[src/rtl/rf_wb_pkg.sv]
// rf_wb_pkg: shared types and defaults for the register-file write-back arbiter.
//   req_idx_e     : requester index (alu=0, mem=1, dbg=2), also the grant bit order
//   NREQ          : number of write requesters
//   DEF_WIDTH     : default register data width
//   DEF_ADDR_SIZE : default register address width
package rf_wb_pkg;

    typedef enum logic [1:0] {
        REQ_ALU = 2'd0,
        REQ_MEM = 2'd1,
        REQ_DBG = 2'd2
    } req_idx_e;

    localparam int NREQ          = 3;
    localparam int DEF_WIDTH     = 32;
    localparam int DEF_ADDR_SIZE = 4;

endpackage

[src/rtl/rf_wb_arb_if.sv]
// rf_wb_arb_if: bus bundle between the write requesters, the register file and
// the arbiter.
//   req_X/wa_X/din_X/gnt_X (X = alu, mem, dbg) : write request handshake
//   link_req                                   : branch-and-link request
//   rf_wen/rf_wa/rf_din/rf_link                : register file write port
//   mark_req/mark_addr/mark_rdy                : load-issue scoreboard mark port
//   qa/qb/hazard                               : operand hazard query
// Modports: slave = arbiter side, master = requester / register-file side.
interface rf_wb_arb_if
    import rf_wb_pkg::*;
#(
    parameter int WIDTH     = DEF_WIDTH,
    parameter int ADDR_SIZE = DEF_ADDR_SIZE
);
    logic                 req_alu, req_mem, req_dbg;
    logic [ADDR_SIZE-1:0] wa_alu, wa_mem, wa_dbg;
    logic [WIDTH-1:0]     din_alu, din_mem, din_dbg;
    logic                 gnt_alu, gnt_mem, gnt_dbg;
    logic                 link_req;
    logic                 rf_wen;
    logic [ADDR_SIZE-1:0] rf_wa;
    logic [WIDTH-1:0]     rf_din;
    logic                 rf_link;
    logic                 mark_req;
    logic [ADDR_SIZE-1:0] mark_addr;
    logic                 mark_rdy;
    logic [ADDR_SIZE-1:0] qa, qb;
    logic                 hazard;

    modport slave (
        input  req_alu, req_mem, req_dbg, wa_alu, wa_mem, wa_dbg,
               din_alu, din_mem, din_dbg, link_req, mark_req, mark_addr, qa, qb,
        output gnt_alu, gnt_mem, gnt_dbg, rf_wen, rf_wa, rf_din, rf_link,
               mark_rdy, hazard
    );

    modport master (
        output req_alu, req_mem, req_dbg, wa_alu, wa_mem, wa_dbg,
               din_alu, din_mem, din_dbg, link_req, mark_req, mark_addr, qa, qb,
        input  gnt_alu, gnt_mem, gnt_dbg, rf_wen, rf_wa, rf_din, rf_link,
               mark_rdy, hazard
    );
endinterface

[src/rtl/rr_arb3.sv]
// rr_arb3: three-way round-robin arbiter.
//   clk, reset : clock, asynchronous active-high reset
//   req[2:0]   : requests (bit index = req_idx_e)
//   advance    : a transfer happened this cycle; move priority past the winner
//   gnt[2:0]   : combinational one-hot grant, all zero while reset is high
module rr_arb3
    import rf_wb_pkg::*;
(
    input  logic            clk,
    input  logic            reset,
    input  logic [NREQ-1:0] req,
    input  logic            advance,
    output logic [NREQ-1:0] gnt
);

    // ptr names the requester with highest priority this cycle.
    req_idx_e ptr;

    logic [NREQ-1:0] rot, rg;

    // Rotate so the priority holder sits at bit 0, take the lowest set bit,
    // then rotate the one-hot result back.
    always_comb begin
        rot = req;
        case (ptr)
            REQ_MEM: rot = {req[0], req[2], req[1]};
            REQ_DBG: rot = {req[1], req[0], req[2]};
            default: rot = req;
        endcase
        rg[0] = rot[0];
        rg[1] = rot[1] & ~rot[0];
        rg[2] = rot[2] & ~rot[1] & ~rot[0];
        gnt = '0;
        if (!reset) begin
            case (ptr)
                REQ_MEM: gnt = {rg[1], rg[0], rg[2]};
                REQ_DBG: gnt = {rg[0], rg[2], rg[1]};
                default: gnt = rg;
            endcase
        end
    end

    always_ff @(posedge clk or posedge reset) begin
        if (reset) begin
            ptr <= REQ_ALU;
        end else if (advance) begin
            if (gnt[REQ_ALU])      ptr <= REQ_MEM;
            else if (gnt[REQ_MEM]) ptr <= REQ_DBG;
            else if (gnt[REQ_DBG]) ptr <= REQ_ALU;
        end
    end

endmodule

[src/rtl/rf_wb_arb.sv]
// rf_wb_arb: register-file write-back arbiter with optional load scoreboard.
//   clk, reset : clock, asynchronous active-high reset
//   bus        : rf_wb_arb_if.slave (requests/grants, register file write
//                port, scoreboard mark port, hazard query)
// Grants are combinational and round-robin (alu, mem, dbg); link_req blocks
// all grants and is echoed as rf_link one cycle later. Accepted writes appear
// on rf_wen/rf_wa/rf_din one cycle after the transfer.
// Build option: define RF_WB_ARB_SCOREBOARD_EN to include the per-register
// pending-load scoreboard; otherwise mark_rdy is tied 1 and hazard tied 0.
module rf_wb_arb
    import rf_wb_pkg::*;
#(
    parameter int WIDTH     = DEF_WIDTH,
    parameter int ADDR_SIZE = DEF_ADDR_SIZE
)(
    input  logic        clk,
    input  logic        reset,
    rf_wb_arb_if.slave  bus
);

    logic [NREQ-1:0]      req, gnt;
    logic                 xfer;
    logic [ADDR_SIZE-1:0] wa_sel;
    logic [WIDTH-1:0]     din_sel;

    // link_req owns the write port for the cycle, so nobody may be granted.
    assign req  = bus.link_req ? '0 : {bus.req_dbg, bus.req_mem, bus.req_alu};
    assign xfer = |gnt;

    rr_arb3 u_arb (
        .clk     (clk),
        .reset   (reset),
        .req     (req),
        .advance (xfer),
        .gnt     (gnt)
    );

    assign bus.gnt_alu = gnt[REQ_ALU];
    assign bus.gnt_mem = gnt[REQ_MEM];
    assign bus.gnt_dbg = gnt[REQ_DBG];

    always_comb begin
        wa_sel  = bus.wa_alu;
        din_sel = bus.din_alu;
        if (gnt[REQ_MEM]) begin
            wa_sel  = bus.wa_mem;
            din_sel = bus.din_mem;
        end else if (gnt[REQ_DBG]) begin
            wa_sel  = bus.wa_dbg;
            din_sel = bus.din_dbg;
        end
    end

    // Address and data only load on a transfer so they hold between writes.
    always_ff @(posedge clk or posedge reset) begin
        if (reset) begin
            bus.rf_wen  <= 1'b0;
            bus.rf_link <= 1'b0;
            bus.rf_wa   <= '0;
            bus.rf_din  <= '0;
        end else begin
            bus.rf_wen  <= xfer;
            bus.rf_link <= bus.link_req;
            if (xfer) begin
                bus.rf_wa  <= wa_sel;
                bus.rf_din <= din_sel;
            end
        end
    end

`ifdef RF_WB_ARB_SCOREBOARD_EN
    localparam int NREG = 1 << ADDR_SIZE;

    logic [NREG-1:0] pend, pend_n;

    assign bus.mark_rdy = ~pend[bus.mark_addr];
    assign bus.hazard   = pend[bus.qa] | pend[bus.qb];

    // Set is applied after clear so a same-address mark wins over the load
    // returning in the same cycle.
    always_comb begin
        pend_n = pend;
        if (gnt[REQ_MEM])
            pend_n[bus.wa_mem] = 1'b0;
        if (bus.mark_req && bus.mark_rdy)
            pend_n[bus.mark_addr] = 1'b1;
    end

    always_ff @(posedge clk or posedge reset) begin
        if (reset) pend <= '0;
        else       pend <= pend_n;
    end
`else
    logic unused_sb;

    assign bus.mark_rdy = 1'b1;
    assign bus.hazard   = 1'b0;
    assign unused_sb    = ^{bus.mark_req, bus.mark_addr, bus.qa, bus.qb};
`endif

endmodule
[src/flat_wrapper.sv]
// flat-port wrapper written by rule: the top's interface ports become plain ports
module rf_wb_arb_flat import rf_wb_pkg::*;
#(
    parameter int WIDTH     = DEF_WIDTH,
    parameter int ADDR_SIZE = DEF_ADDR_SIZE
)
  (clk, reset, bus_req_alu, bus_req_mem, bus_req_dbg, bus_wa_alu, bus_wa_mem, bus_wa_dbg, bus_din_alu, bus_din_mem, bus_din_dbg, bus_link_req, bus_mark_req, bus_mark_addr, bus_qa, bus_qb, bus_gnt_alu, bus_gnt_mem, bus_gnt_dbg, bus_rf_wen, bus_rf_wa, bus_rf_din, bus_rf_link, bus_mark_rdy, bus_hazard);
  rf_wb_arb_if #(.WIDTH(WIDTH), .ADDR_SIZE(ADDR_SIZE)) bus_i ();
  input  logic clk;
  input  logic reset;
  input wire logic [$bits(bus_i.req_alu)-1:0] bus_req_alu;
  input wire logic [$bits(bus_i.req_mem)-1:0] bus_req_mem;
  input wire logic [$bits(bus_i.req_dbg)-1:0] bus_req_dbg;
  input wire logic [$bits(bus_i.wa_alu)-1:0] bus_wa_alu;
  input wire logic [$bits(bus_i.wa_mem)-1:0] bus_wa_mem;
  input wire logic [$bits(bus_i.wa_dbg)-1:0] bus_wa_dbg;
  input wire logic [$bits(bus_i.din_alu)-1:0] bus_din_alu;
  input wire logic [$bits(bus_i.din_mem)-1:0] bus_din_mem;
  input wire logic [$bits(bus_i.din_dbg)-1:0] bus_din_dbg;
  input wire logic [$bits(bus_i.link_req)-1:0] bus_link_req;
  input wire logic [$bits(bus_i.mark_req)-1:0] bus_mark_req;
  input wire logic [$bits(bus_i.mark_addr)-1:0] bus_mark_addr;
  input wire logic [$bits(bus_i.qa)-1:0] bus_qa;
  input wire logic [$bits(bus_i.qb)-1:0] bus_qb;
  output wire logic [$bits(bus_i.gnt_alu)-1:0] bus_gnt_alu;
  output wire logic [$bits(bus_i.gnt_mem)-1:0] bus_gnt_mem;
  output wire logic [$bits(bus_i.gnt_dbg)-1:0] bus_gnt_dbg;
  output wire logic [$bits(bus_i.rf_wen)-1:0] bus_rf_wen;
  output wire logic [$bits(bus_i.rf_wa)-1:0] bus_rf_wa;
  output wire logic [$bits(bus_i.rf_din)-1:0] bus_rf_din;
  output wire logic [$bits(bus_i.rf_link)-1:0] bus_rf_link;
  output wire logic [$bits(bus_i.mark_rdy)-1:0] bus_mark_rdy;
  output wire logic [$bits(bus_i.hazard)-1:0] bus_hazard;
  assign bus_i.req_alu = bus_req_alu;
  assign bus_i.req_mem = bus_req_mem;
  assign bus_i.req_dbg = bus_req_dbg;
  assign bus_i.wa_alu = bus_wa_alu;
  assign bus_i.wa_mem = bus_wa_mem;
  assign bus_i.wa_dbg = bus_wa_dbg;
  assign bus_i.din_alu = bus_din_alu;
  assign bus_i.din_mem = bus_din_mem;
  assign bus_i.din_dbg = bus_din_dbg;
  assign bus_i.link_req = bus_link_req;
  assign bus_i.mark_req = bus_mark_req;
  assign bus_i.mark_addr = bus_mark_addr;
  assign bus_i.qa = bus_qa;
  assign bus_i.qb = bus_qb;
  assign bus_gnt_alu = bus_i.gnt_alu;
  assign bus_gnt_mem = bus_i.gnt_mem;
  assign bus_gnt_dbg = bus_i.gnt_dbg;
  assign bus_rf_wen = bus_i.rf_wen;
  assign bus_rf_wa = bus_i.rf_wa;
  assign bus_rf_din = bus_i.rf_din;
  assign bus_rf_link = bus_i.rf_link;
  assign bus_mark_rdy = bus_i.mark_rdy;
  assign bus_hazard = bus_i.hazard;
  rf_wb_arb #(.WIDTH(WIDTH), .ADDR_SIZE(ADDR_SIZE)) u_core (.clk(clk), .reset(reset), .bus(bus_i));
endmodule
[config.mk]
export PLATFORM = sky130hd
export DESIGN_NAME = rf_wb_arb_flat
export DESIGN_NICKNAME = d
export VERILOG_FILES = /design/src/rtl/rf_wb_pkg.sv /design/src/rtl/rf_wb_arb_if.sv /design/src/rtl/rr_arb3.sv /design/src/rtl/rf_wb_arb.sv /design/src/flat_wrapper.sv
export SDC_FILE = /design/constraint.sdc
export NUM_CORES = 1
export LEC_CHECK = 0
export ABC_AREA = 0
export BUFFER_PORTS_ARGS = -buffer_cell sky130_fd_sc_hd__clkbuf_2
export CAP_MARGIN = 20
export CORE_UTILIZATION = 40
export CTS_BUF_LIST = sky130_fd_sc_hd__clkbuf_2
export DETAILED_ROUTE_END_ITERATION = 10
export HOLD_SLACK_MARGIN = 0.06
export PLACE_DENSITY = 0.75
export SYNTH_ARGS = -nofsm -noshare
export SYNTH_HDL_FRONTEND = slang
export SYNTH_SLANG_ARGS = --single-unit
[constraint.sdc]
create_clock -name clk -period 2.7 [get_ports clk]
set_clock_uncertainty 0.1 [all_clocks]
set_input_delay 0 -clock clk [delete_from_list [all_inputs] [get_ports clk]]
set_output_delay 0 -clock clk [all_outputs]
set_load 0.05 [all_outputs]
==> results.json, run 1 <==
{
  "outcome": "aborted with a tool error",
  "lastStage": "4_1_cts",
  "tool.error": "[ERROR RSZ-0060] Max buffer count reached.",
  "syn_area_per_cell_um2": 8.51,
  "syn_nets": 455,
  "post_cts_buffers": 0,
  "netlist_area_um2": 2770,
  "numCtsBuffers": 5,
  "ys.flop_type": "dfrtp_1",
  "synth_seq_cells": 40,
  "placement.io_buffers": 154,
  "synth_top_cell_by_area": "dfrtp_1",
  "ys_warn_count": 0,
  "die_x_um": 85.3,
  "detailed_place.area_um2": 3610,
  "synthArstFlopShare_pct": 100,
  "synth.most_common_cell": "inv_1",
  "synth_top_area_share_pct": 36.1,
  "cts_hold_buf": 109,
  "cts.path.max_buffers": 2,
  "cts_root_buf": "clkbuf_2",
  "ys_seq_area_share_pct": 36.1,
  "ys_types": 34,
  "ios": 170,
  "dp_hpwl_mm": 5.58,
  "clock_sinks": 40,
  "synth_edf_count": 0,
  "netlist_instances": 326,
  "synth_common_cells": "75 x inv_1, 70 x a31oi_1, 40 x dfrtp_1, 38 x nand2_1, 29 x o221ai_2",
  "place.gp.congestion": 0.888,
  "synth.area.top_cells": "dfrtp_1 36%, a31oi_1 16%, o221ai_2 16%",
  "start_util_pct": 42.5,
  "dieHeight_um": 85.3,
  "ctsHtreeMaxLevel": 2,
  "ctsResizeCount": 2,
  "rows": 29
}
[metrics by stage]
| stage | hold slack, ns | instances | utilization, % | worst slack (ns) |
|---|---|---|---|---|
| floorplan | -0.0686 | 326 | - | 0.213 |
| global placement | -0.0161 | 534 | 55.2 | 0.239 |
| detailed placement | -0.0111 | 534 | 55.2 | 0.168 |
[cell families after synthesis]
logic type | share of synthesized area [%]
compound gates | 37.0
other cells | 0.271
buf+inv | 16.2
mux | 0.361
simple gates | 9.25
fa+ha+maj | 0.902
flops | 36.1
==> inputs of run 2 (changes only) <==
- CORE_UTILIZATION: 40 -> 25
- CTS_BUF_LIST: sky130_fd_sc_hd__clkbuf_2 -> default
- HOLD_SLACK_MARGIN: 0.06 -> default
- PLACE_DENSITY: 0.75 -> default
- PLACE_DENSITY_LB_ADDON: default -> 0.15
==> results.json, run 2 <==
{
  "placement.io_buffers": 154,
  "ios": 170,
  "netlist_instances": 326,
  "dp_hpwl_mm": 6.13,
  "top_regs": "u_core.bus.rf_din x32, u_core.bus.rf_wa x4, u_core.u_arb.ptr x2",
  "place.gp.congestion": 0.737,
  "slew_viol_final": 0,
  "synth.most_common_cell": "inv_1",
  "area_growth_pct": 63.1,
  "synthArstFlopShare_pct": 100,
  "start_util_pct": 25.6,
  "grt_pass1_wl_mm": 15.3,
  "setup_violations": 0,
  "multi_input_area_um2": 1350,
  "ctsHtreeMaxLevel": 2,
  "clock_sinks": 40,
  "core_um2": 10800,
  "slew_headroom_pct": 38.3,
  "die-area_um2": 11500,
  "synth_edf_count": 0,
  "synth_common_cells": "75 x inv_1, 70 x a31oi_1, 40 x dfrtp_1, 38 x nand2_1, 29 x o221ai_2",
  "outcome": "complete, no violations",
  "ys_warn_count": 0,
  "regMostFlops": "u_core.bus.rf_din",
  "cp.arrival_ns": 2.46,
  "final_util_pct": 41.7,
  "clock.fmax_ghz": 0.391,
  "period_needed_ns": 2.56,
  "final_hold_viol_count": 0,
  "final_common_cell": "clkbuf_2",
  "cp_max_fo": 29,
  "detailed_place.area_um2": 3690,
  "m1WireLength_mm": 4.44,
  "vdd_ir_drop_max_mv": 0.430,
  "numCtsBuffers": 5,
  "tritoncts": "built",
  "synth_top_area_share_pct": 36.1,
  "largest_register_ff_count": 32,
  "drive_above_1_share_pct": 38.4,
  "layout_common_cells": "154 x clkbuf_2, 75 x dlygate4sd3_1, 74 x inv_1, 70 x a31oi_1, 40 x dfrtp_1",
  "fillCellCount": 1108,
  "ys.flop_type": "dfrtp_1",
  "synth_seq_cells": 40,
  "ys_seq_area_share_pct": 36.1,
  "rsz0062_at_grt": "false",
  "finalSetupTns_ns": 0,
  "cts_root_buf": "clkbuf_8",
  "dr_wl_met2_mm": 4.70,
  "worst_slew_pin_slew_ns": 0.924,
  "p_leak_nw": 2.19,
  "syn_area_per_cell_um2": 8.51,
  "seq_area_um2": 1000,
  "design_area_um2": 4520,
  "top_layer_used": "met4",
  "critPathLaunchType": "flip-flop",
  "met3WireLength_um": 588,
  "grt-ovfl-total": 0,
  "cts.path.max_buffers": 2,
  "netlist_area_um2": 2770,
  "ys_types": 34,
  "cp.required_ns": 2.60,
  "dr_total_vias": 3242,
  "wirelength_mm": 9.85,
  "path_clk_slew_ns": 0.08,
  "worstHoldPathType": "input pin to flip-flop",
  "grt_pass1_vias": 3282,
  "ant_nets": 0,
  "final_nets": 668,
  "end_kind": "primary output",
  "synth_top_cell_by_area": "dfrtp_1",
  "antenna_cells": 0,
  "cap_violations": 0,
  "die_x_um": 107,
  "clkLatencyLatePin_ns": 0.29,
  "dieHeight_um": 107,
  "firstDrtPassIters": 6,
  "vias_per_cell": 4.77,
  "crit_type": "flip-flop to primary output",
  "drc": 0,
  "fin_crit_sh_pct": 94.6,
  "cellPowerDensity_nw_per_um2": 894,
  "first_iter_violations": 211,
  "grt_usage_pct": 16.9,
  "antenna_found_initial": 0,
  "synth.area.top_cells": "dfrtp_1 36%, a31oi_1 16%, o221ai_2 16%",
  "wl_per_cell_um": 14.5,
  "rows": 38,
  "grt_max_degree": 47,
  "syn_nets": 455
}
[run 2: report_power, final]
group / switching, mW / internal (mW) / leakage [nW]
Sequential: 0.156 / 0.886 / 0.493
Combinational: 1.75 / 0.857 / 1.66
Clock: 0.215 / 0.176 / 0.0410
Total: 2.12 / 1.92 / 2.19
[run 2: cell families after synthesis]
group	share of synthesized area, %
muxes	0.361
AOI/OAI and AO/OA	37.0
DFF	36.1
adders and majority gates	0.902
other	0.271
buffers and inverters	16.2
and+or+nand+nor	9.25
[run 2: final cells by class]
| type | count | area share [%] |
|---|---|---|
| Sequential cell | 40 | 22.1 |
| Multi-Input combinational cell | 178 | 29.9 |
| Timing Repair Buffer | 238 | 36.1 |
| Clock inverter | 1 | 0.111 |
| Clock buffer | 6 | 1.60 |
| Tap cell | 140 | 3.87 |
| Inverter | 76 | 6.31 |
[run 2: path summary, 6_finish.rpt]
| kind | start | slack, ns | end | depth (start not counted) |
|---|---|---|---|---|
| setup / recovery | u_core.u_arb.ptr[0]$_DFFE_PP0P_ | 0.14 | bus_gnt_mem | 7 |
| min in group asynchronous | reset | 0.40 | u_core.bus.rf_link$_DFF_PP0_ | 3 |
| setup reg to reg | u_core.u_arb.ptr[0]$_DFFE_PP0P_ | 0.17 | u_core.bus.rf_din[8]$_DFFE_PP0P_ | 9 |
| max in group asynchronous | reset | 1.52 | u_core.bus.rf_din[13]$_DFFE_PP0P_ | 3 |
| hold / removal | bus_din_dbg[25] | 0.07 | u_core.bus.rf_din[25]$_DFFE_PP0P_ | 5 |
| hold reg to reg | u_core.u_arb.ptr[0]$_DFFE_PP0P_ | 0.42 | u_core.u_arb.ptr[0]$_DFFE_PP0P_ | 1 |
[run 2: layer usage]
layer | track usage (%) | up-vias
met5 | 0 | -
met4 | 4.31 | 0
met3 | 2.91 | 10
met2 | 30.0 | 122
met1 | 20.9 | 1533
li1 | - | 1577
[run 2: repair_timing]
action,CTS,global route
setup endpoints to repair,0,1
endpoints found under the hold margin,77,0
gates resized for setup,0,1
hold buffers,75,0
buffers inserted,0,0
[run 2: through the flow]
step	cells	hold WS, ns	power [mW]	setup WS (ns)
after floorplan	326	-0.0686	2.99	0.213
after CTS	679	0.0616	4.09	0.0320
after global placement	597	0.0946	3.58	0.212
final	679	0.0706	4.04	0.145
after global routing	679	0.0993	4.30	0.0501
after detailed placement	597	0.0933	3.60	0.171
[run 2: critical path, stage by stage (launching register included)]
cell,delay (ns)
dfrtp_1,0.38
inv_1,0.05
ha_1,0.37
nor2b_2,0.29
a21bo_2,0.29
a21oi_4,0.24
buf_12,0.23
clkbuf_2,0.31
No activity file was read; power rests on OpenSTA's default activity.
